File: src/rtl/core_mem_pkg.sv
// Memory-side widths and encodings shared by the core, the MMU and the RAM port arbiter.
package core_mem_pkg;

  localparam int unsigned WORD_ADDR_W = 14;
  localparam int unsigned DATA_W      = 32;
  localparam int unsigned BE_W        = 4;

  localparam logic [BE_W-1:0] BE_ALL = {BE_W{1'b1}};

  typedef enum logic [1:0] {
    GNT_NONE = 2'd0,
    GNT_I    = 2'd1,
    GNT_D    = 2'd2
  } grant_e;

endpackage

File: src/rtl/ram_port_arbiter.sv
// Shares one single-port RAM between the instruction-fetch and data ports.
// Data wins collisions unless the fetch side has waited STARVE_LIMIT grants.
module ram_port_arbiter
  import core_mem_pkg::*;
#(
  parameter int unsigned STARVE_LIMIT = 4
) (
  input  logic                   clk,
  input  logic                   reset,
  input  logic                   i_req,
  input  logic [WORD_ADDR_W-1:0] i_addr,
  output logic                   i_gnt,
  output logic                   i_rvalid,
  output logic [DATA_W-1:0]      i_rdata,
  input  logic                   d_req,
  input  logic                   d_we,
  input  logic [BE_W-1:0]        d_be,
  input  logic [WORD_ADDR_W-1:0] d_addr,
  input  logic [DATA_W-1:0]      d_wdata,
  output logic                   d_gnt,
  output logic                   d_rvalid,
  output logic [DATA_W-1:0]      d_rdata,
  output logic [WORD_ADDR_W-1:0] ram_addr,
  output logic [DATA_W-1:0]      ram_di,
  output logic                   ram_we,
  output logic [BE_W-1:0]        ram_be,
  input  logic [DATA_W-1:0]      ram_do
);

  localparam int unsigned CNT_W = $clog2(STARVE_LIMIT + 2);
  localparam logic [CNT_W-1:0] LIMIT = CNT_W'(STARVE_LIMIT);

  grant_e           gnt;
  logic [CNT_W-1:0] starve_cnt_q, starve_cnt_d;
  logic             i_rvalid_q, i_rvalid_d;
  logic             d_rvalid_q, d_rvalid_d;

  // Grant decision: nothing is granted while reset is held.
  always_comb begin
    gnt = GNT_NONE;
    if (!reset) begin
      if (i_req && (!d_req || (starve_cnt_q == LIMIT))) begin
        gnt = GNT_I;
      end else if (d_req) begin
        gnt = GNT_D;
      end
    end
  end

  assign i_gnt = (gnt == GNT_I);
  assign d_gnt = (gnt == GNT_D);

  // RAM request mux; an idle port drives all zeros.
  always_comb begin
    ram_addr = '0;
    ram_di   = '0;
    ram_we   = 1'b0;
    ram_be   = '0;
    unique case (gnt)
      GNT_I: begin
        ram_addr = i_addr;
        ram_be   = BE_ALL;
      end
      GNT_D: begin
        ram_addr = d_addr;
        ram_di   = d_wdata;
        ram_we   = d_we;
        ram_be   = d_be;
      end
      default: ;
    endcase
  end

  always_comb begin
    starve_cnt_d = starve_cnt_q;
    if (i_gnt || !i_req) begin
      starve_cnt_d = '0;
    end else if (d_gnt && (starve_cnt_q != LIMIT)) begin
      starve_cnt_d = starve_cnt_q + 1'b1;
    end
  end

  // Stores finish in their grant cycle, so only loads and fetches expect data.
  assign i_rvalid_d = i_gnt;
  assign d_rvalid_d = d_gnt && !d_we;

  always_ff @(posedge clk or posedge reset) begin
    if (reset) begin
      starve_cnt_q <= '0;
      i_rvalid_q   <= 1'b0;
      d_rvalid_q   <= 1'b0;
    end else begin
      starve_cnt_q <= starve_cnt_d;
      i_rvalid_q   <= i_rvalid_d;
      d_rvalid_q   <= d_rvalid_d;
    end
  end

  assign i_rvalid = i_rvalid_q;
  assign d_rvalid = d_rvalid_q;
  assign i_rdata  = i_rvalid_q ? ram_do : '0;
  assign d_rdata  = d_rvalid_q ? ram_do : '0;

endmodule

File: config.mk
export PLATFORM = sky130hd
export DESIGN_NAME = ram_port_arbiter
export DESIGN_NICKNAME = d
export VERILOG_FILES = /design/src/rtl/core_mem_pkg.sv /design/src/rtl/ram_port_arbiter.sv
export SDC_FILE = /design/constraint.sdc
export NUM_CORES = 1
export LEC_CHECK = 0
export ABC_AREA = 1
export CORE_AREA = 2 2 86 88
export CTS_CLUSTER_SIZE = 24
export DETAILED_ROUTE_END_ITERATION = 16
export DIE_AREA = 0 0 88 90
export PLACE_DENSITY = 0.81
export SETUP_SLACK_MARGIN = 0.2
export SLEW_MARGIN = 20
export SYNTH_ARGS = -nofsm -noshare
export SYNTH_HDL_FRONTEND = slang
export SYNTH_SLANG_ARGS = --single-unit
File: constraint.sdc
create_clock -name clk -period 2.5 [get_ports clk]
set_input_delay 0.25 -clock clk [delete_from_list [all_inputs] [get_ports clk]]
set_output_delay 0.25 -clock clk [all_outputs]
set_load 0.01 [all_outputs]
======== Word-level counts from Yosys, hierarchy flattened ========
Cells that the tools add are included.
word-level totals
  bits in latches ......................... 0
  logic and storage cells ................. 28
  RAM bits ................................ 0
  memories kept ........................... 0
  output and inout bits ................... 119
  bits in read-only memories .............. 0
  bits of input ports ..................... 101
  flip-flop bits (word level) ............. 5
operators by class
  add/subtract/negate cells ............... 1
  bitwise gates (word level) .............. 0
  eq/ne operators ......................... 4
  div/mod/pow operators ................... 0
  $mul .................................... 0
  reductions and logical operators ........ 9
  mux-type cells .......................... 11
  order comparisons ....................... 0
  shifts and indexed selects .............. 0
operator list
  cell                                                              number
  32-bit two-way mux                                                3
  14-bit case mux with 2 select lines                               1
  4-bit case mux with 2 select lines                                1
  2-bit two-way mux                                                 3
  3-bit two-way mux                                                 2
  3-bit by 1-bit adder with 3-bit output (second input constant)    1
  3-bit == test (second input constant)                             1
  1-bit logical AND                                                 3
  1-bit zero test                                                   3
  3-bit != test (second input constant)                             1
  2-bit by 1-bit == test with 1-bit output (second input constant)  1
  2-bit == test (second input constant)                             1
  1-bit logical OR                                                  2
  2-bit nonzero test                                                1
  1-bit two-way mux                                                 1

======== Longest topological paths before layout ========
  depth after elaboration ................. 9
  gate-level depth with buffers ........... 13
  mapped depth without buffers ............ 12

======== Worst setup path after synthesis ========
OpenSTA, ideal clock, no wires.
  kind .................................... register -> output
  start point ............................. register starve_cnt_q[0]
  end point ............................... output port ram_addr[0]
  path slack .............................. 0.548 ns
  stages on the path, launching flop included .. 12
  path buffers ............................ 1
  arrival time ............................ 1.702 ns
  path through ............................ dfrtp_1 inv_1 ha_1 nand2_2 nand2_1 nand2_2 inv_1 nor2_1 ha_1 buf_2 nand2_1 a21oi_1
between the ends
  cells in the longest elaborated chain, start to end .. 7
RTL lines
  what                                 line                    text
  start: declaration                   ram_port_arbiter.sv:34  logic [CNT_W-1:0] starve_cnt_q, starve_cnt_d;
  start signal: assignment             ram_port_arbiter.sv:93  starve_cnt_q <= starve_cnt_d;
  3-bit == test                        ram_port_arbiter.sv:42  if (i_req && (!d_req || (starve_cnt_q == LIMIT))) begin
  1-bit logical OR                     ram_port_arbiter.sv:42
  1-bit logical AND                    ram_port_arbiter.sv:42
  2-bit two-way mux                    ram_port_arbiter.sv:42
  2-bit two-way mux                    ram_port_arbiter.sv:41  if (!reset) begin
  2-bit == test                        n/a
  net d_gnt                            ram_port_arbiter.sv:20  output logic d_gnt,
  14-bit case mux with 2 select lines  ram_port_arbiter.sv:59  unique case (gnt)
  end: declaration                     ram_port_arbiter.sv:23  output logic [WORD_ADDR_W-1:0] ram_addr,
The timed path passes the listed nets, and every way through them passes these cells.

======== Worst setup path after layout ========
  start point ............................. register starve_cnt_q[1]
  end point ............................... output port ram_be[2]
between the ends
  cells in the longest elaborated chain, start to end .. 7
RTL lines
  what                                                                       line                    text
  3-bit == test (*)                                                          ram_port_arbiter.sv:42
  1-bit logical OR (*)                                                       ram_port_arbiter.sv:42
  1-bit logical AND (*)                                                      ram_port_arbiter.sv:42
  2-bit two-way mux (*)                                                      ram_port_arbiter.sv:42
  2-bit two-way mux (*)                                                      ram_port_arbiter.sv:41
  2-bit == test or 2-bit by 1-bit == test with 1-bit output (tied branches)  ram_port_arbiter.sv:59
  4-bit case mux with 2 select lines (*)                                     ram_port_arbiter.sv:59
  end: declaration                                                           ram_port_arbiter.sv:26  output logic [BE_W-1:0] ram_be,
Mark *: on every way between the ends. The rest lies on a longest branch, timed or not.

==> reports/metrics.yaml <==
numPortBuffers: 219
clk_pin_slew_worst_paths_ns: 0.04
drv_slew: 0
status: "finished clean"
grt_overflow_total: 0
vias: 2492
cp.required_ns: 2.25
crit_fanout: 5
cts_hold_buf: 0
cpPeakStageDelay_ns: 0.37
synthAdderAreaFrac_pct: 4.529
num_rows: 31
diodes: 0
yosys_warnings: 0
dp_hpwl_mm: 5.402
skew_ns: 0.003857
grt_pass1_vias: 2284
antenna_found_initial: 0
viasPerCell: 3.968
ys_types: 14
tritoncts: "done"
drtIter0Drc: 45
avgSynthCellArea_sq_um: 4.544
netlist_area_sq_um: 1381
crit_type: "register to primary output"
synth-simple-area-share_pct: 41.03
ys_ff_latch: 5
fin_crit_sh_pct: 92.71
postPlaceCellArea_sq_um: 3681
final_cell_count_no_fill: 628
tightest_slew_ns: 0.3225
core-area_sq_um: 7020
hold_viol_final: 0
io_pins: 220
drv_cap: 0
muxShareOfSynthArea_pct: 0
antenna_left: 0
synthToLayoutAreaGrowth_pct: 179.7
initial_utilization_pct: 19.68
dieWidth_um: 88
irDropWorstVdd_uv: 168.3
critPathLaunchType: "register"
die_h_um: 90
cts_sinks: 5
yosysSeqAreaShare_pct: 9.058
critical_path_arrival_ns: 2.07
final.min_clock_period_ns: 2.318
synth_xor_area_share_pct: 0
numCtsBuffers: 3
detail_route.wl_per_cell_um: 10.86
htreeDepth: 1
drc: 0
grtUsageTotal_pct: 14.96
timing.fmax_mhz: 431.5
synth_fp_nets: 410
startpoint: "starve_cnt_q[1]"
p_leak_nw: 2.352
die_area_sq_um: 7920
multi_input_area_sq_um: 892.1
grt_pass1_wl_mm: 9.887
hold_class: "input pin to asynchronous set/reset pin"
p_per_area_nw_per_um2: 179.6
synth_top_family_by_area: "simple AND/OR/NAND/NOR gates"
regArea_sq_um: 125.1
rsz0062_at_grt: "true"
drive_gt1_share_pct: 21.93
first_pass_iters: 4
fin_util_pct: 55.03
cts_buffer_depth: 2
slew_headroom_pct: 78.50
final.fill_count: 678
placed_cells: 615
r2r-start: "starve_cnt_q[1]"
root_buffer: "clkbuf_8"
postLayoutCellArea_sq_um: 3864
slowest_stage: "dfrtp_1"
endpoint_kind: "primary output"
drt-total-wl_mm: 6.821
path_common_cell: "nand2_2"
clk_latency_ns: 0.22
path_cells: "inv_1 -> ha_2 -> nand2_2 -> nand2_2 -> nand2_4 -> buf_12 -> nor2_4 -> inv_2 -> ha_4 -> buf_8 -> buf_12 -> nand2_2 -> a21oi_2 -> buf_2"
synth_compound_area_share_pct: 7.880
gp_routability_congestion: 0.8077
setup_viol: 0
grt_max_degree: 34
syn_inst: 304
finalNetCount: 636
==> worst max-delay path: cells and delay by family, from the launching register on <==
family | cells | cell delay [ns]
buffers and inverters | 6 | 0.67
AND/OR/NAND/NOR | 5 | 0.38
flip-flops | 1 | 0.37
adder cells (fa/ha/maj) | 2 | 0.36
AO/OA/AOI/OAI | 1 | 0.05
==> cells in the mapped netlist <==
| cell | instances | share of area [%] |
|---|---|---|
| buf_2 | 9 | 3.3 |
| nand2_2 | 2 | 0.91 |
| nor2_1 | 5 | 1.4 |
| a21oi_2 | 1 | 0.63 |
| inv_1 | 109 | 30 |
| nand3_1 | 3 | 1.1 |
| nand2_1 | 137 | 37 |
| buf_4 | 5 | 2.7 |
| a21oi_1 | 20 | 7.2 |
| buf_8 | 1 | 1.1 |
| ha_1 | 5 | 4.5 |
| nor2_2 | 1 | 0.45 |
| buf_6 | 1 | 0.82 |
| dfrtp_1 | 5 | 9.1 |
==> flip-flops by register name, indices dropped and copies added (netlist names) <==
name          flops
d_rvalid          1
i_rvalid          1
starve_cnt_q      3
==> cells by family (layout without fill, tap and decap cells) <==
logic type,count (synthesis),in the layout
AOI/OAI and AO/OA,21,21
adders and majority gates,5,5
buffers and inverters,125,350
DFF,5,5
and+or+nand+nor,148,148
==> per-stage QoR <==
stage	TNS, ns	hold WS, ns	setup WS, ns	power [mW]
after floorplan	0	0.04509	0.5485	0.2148
after detailed placement	-0.08530	0.5335	-0.02417	0.5044
after global placement	0	0.5207	0.03382	0.4981
final	0	0.4295	0.1823	0.6940
after global routing	0	0.4615	0.08494	0.7381
after CTS	0	0.4325	0.07050	0.6578
==> report_power, final <==
group          internal [mW]  switching (mW)  leakage, nW
Sequential            0.0845         0.00128       0.0682
Combinational          0.278           0.180         2.26
Clock                  0.110          0.0413       0.0228
==> timing repair <==
action	4_1_cts	5_1_grt
pin swaps	6	3
setup endpoints to repair	53	51
resized for setup	129	136
cloned	1	3
buffers inserted	4	1
==> worst paths after layout <==
| path | end | slack (ns) | cells after the start |
|---|---|---|---|
| hold / removal | starve_cnt_q[2] | 0.43 | 3 |
| setup reg to reg | starve_cnt_q[2] | 0.69 | 13 |
| min in group clk | starve_cnt_q[2] | 0.58 | 2 |
| setup / recovery | ram_be[2] | 0.18 | 14 |
| hold reg to reg | starve_cnt_q[2] | 0.58 | 2 |
| max in group asynchronous | starve_cnt_q[0] | 1.96 | 3 |
==> metal layers <==
layer | vias up | global-route usage [%] | share of wire [%]
met5 | - | 0 | 0
met4 | 0 | 3.974 | 1.3
met3 | 10 | 2.938 | 8.8
met2 | 140 | 30.37 | 54
met1 | 1074 | 14.62 | 35
li1 | 1268 | - | -
==> placed cells by master, fill, tap and decap left out <==
| cell | instances |
|---|---|
| a21oi_2 | 4 |
| clkbuf_8 | 3 |
| buf_6 | 16 |
| inv_2 | 12 |
| clkbuf_1 | 1 |
| clkbuf_16 | 2 |
| clkdlybuf4s50_1 | 166 |
| nor2_1 | 4 |
| buf_16 | 1 |
| ha_1 | 1 |
| buf_4 | 8 |
| nand2_1 | 117 |
| buf_2 | 26 |
| dlygate4sd2_1 | 2 |
| clkdlybuf4s15_2 | 1 |
| nand2_4 | 8 |
| clkbuf_2 | 11 |
| nand3_1 | 3 |
| buf_12 | 3 |
| dfrtp_1 | 5 |
| ha_2 | 1 |
| buf_8 | 1 |
| nand2_2 | 14 |
| a21oi_1 | 17 |
| inv_1 | 97 |
| ha_4 | 3 |
| nor2_4 | 2 |
==> cell type report <==
| class | count | share of cell area (%) |
|---|---|---|
| Clock buffer | 4 | 1.166 |
| Inverter | 109 | 10.59 |
| Multi-Input combinational cell | 174 | 23.09 |
| Sequential cell | 5 | 3.238 |
| Tap cell | 99 | 3.206 |
| Timing Repair Buffer | 237 | 58.71 |
(Power assumes the default switching activity.)
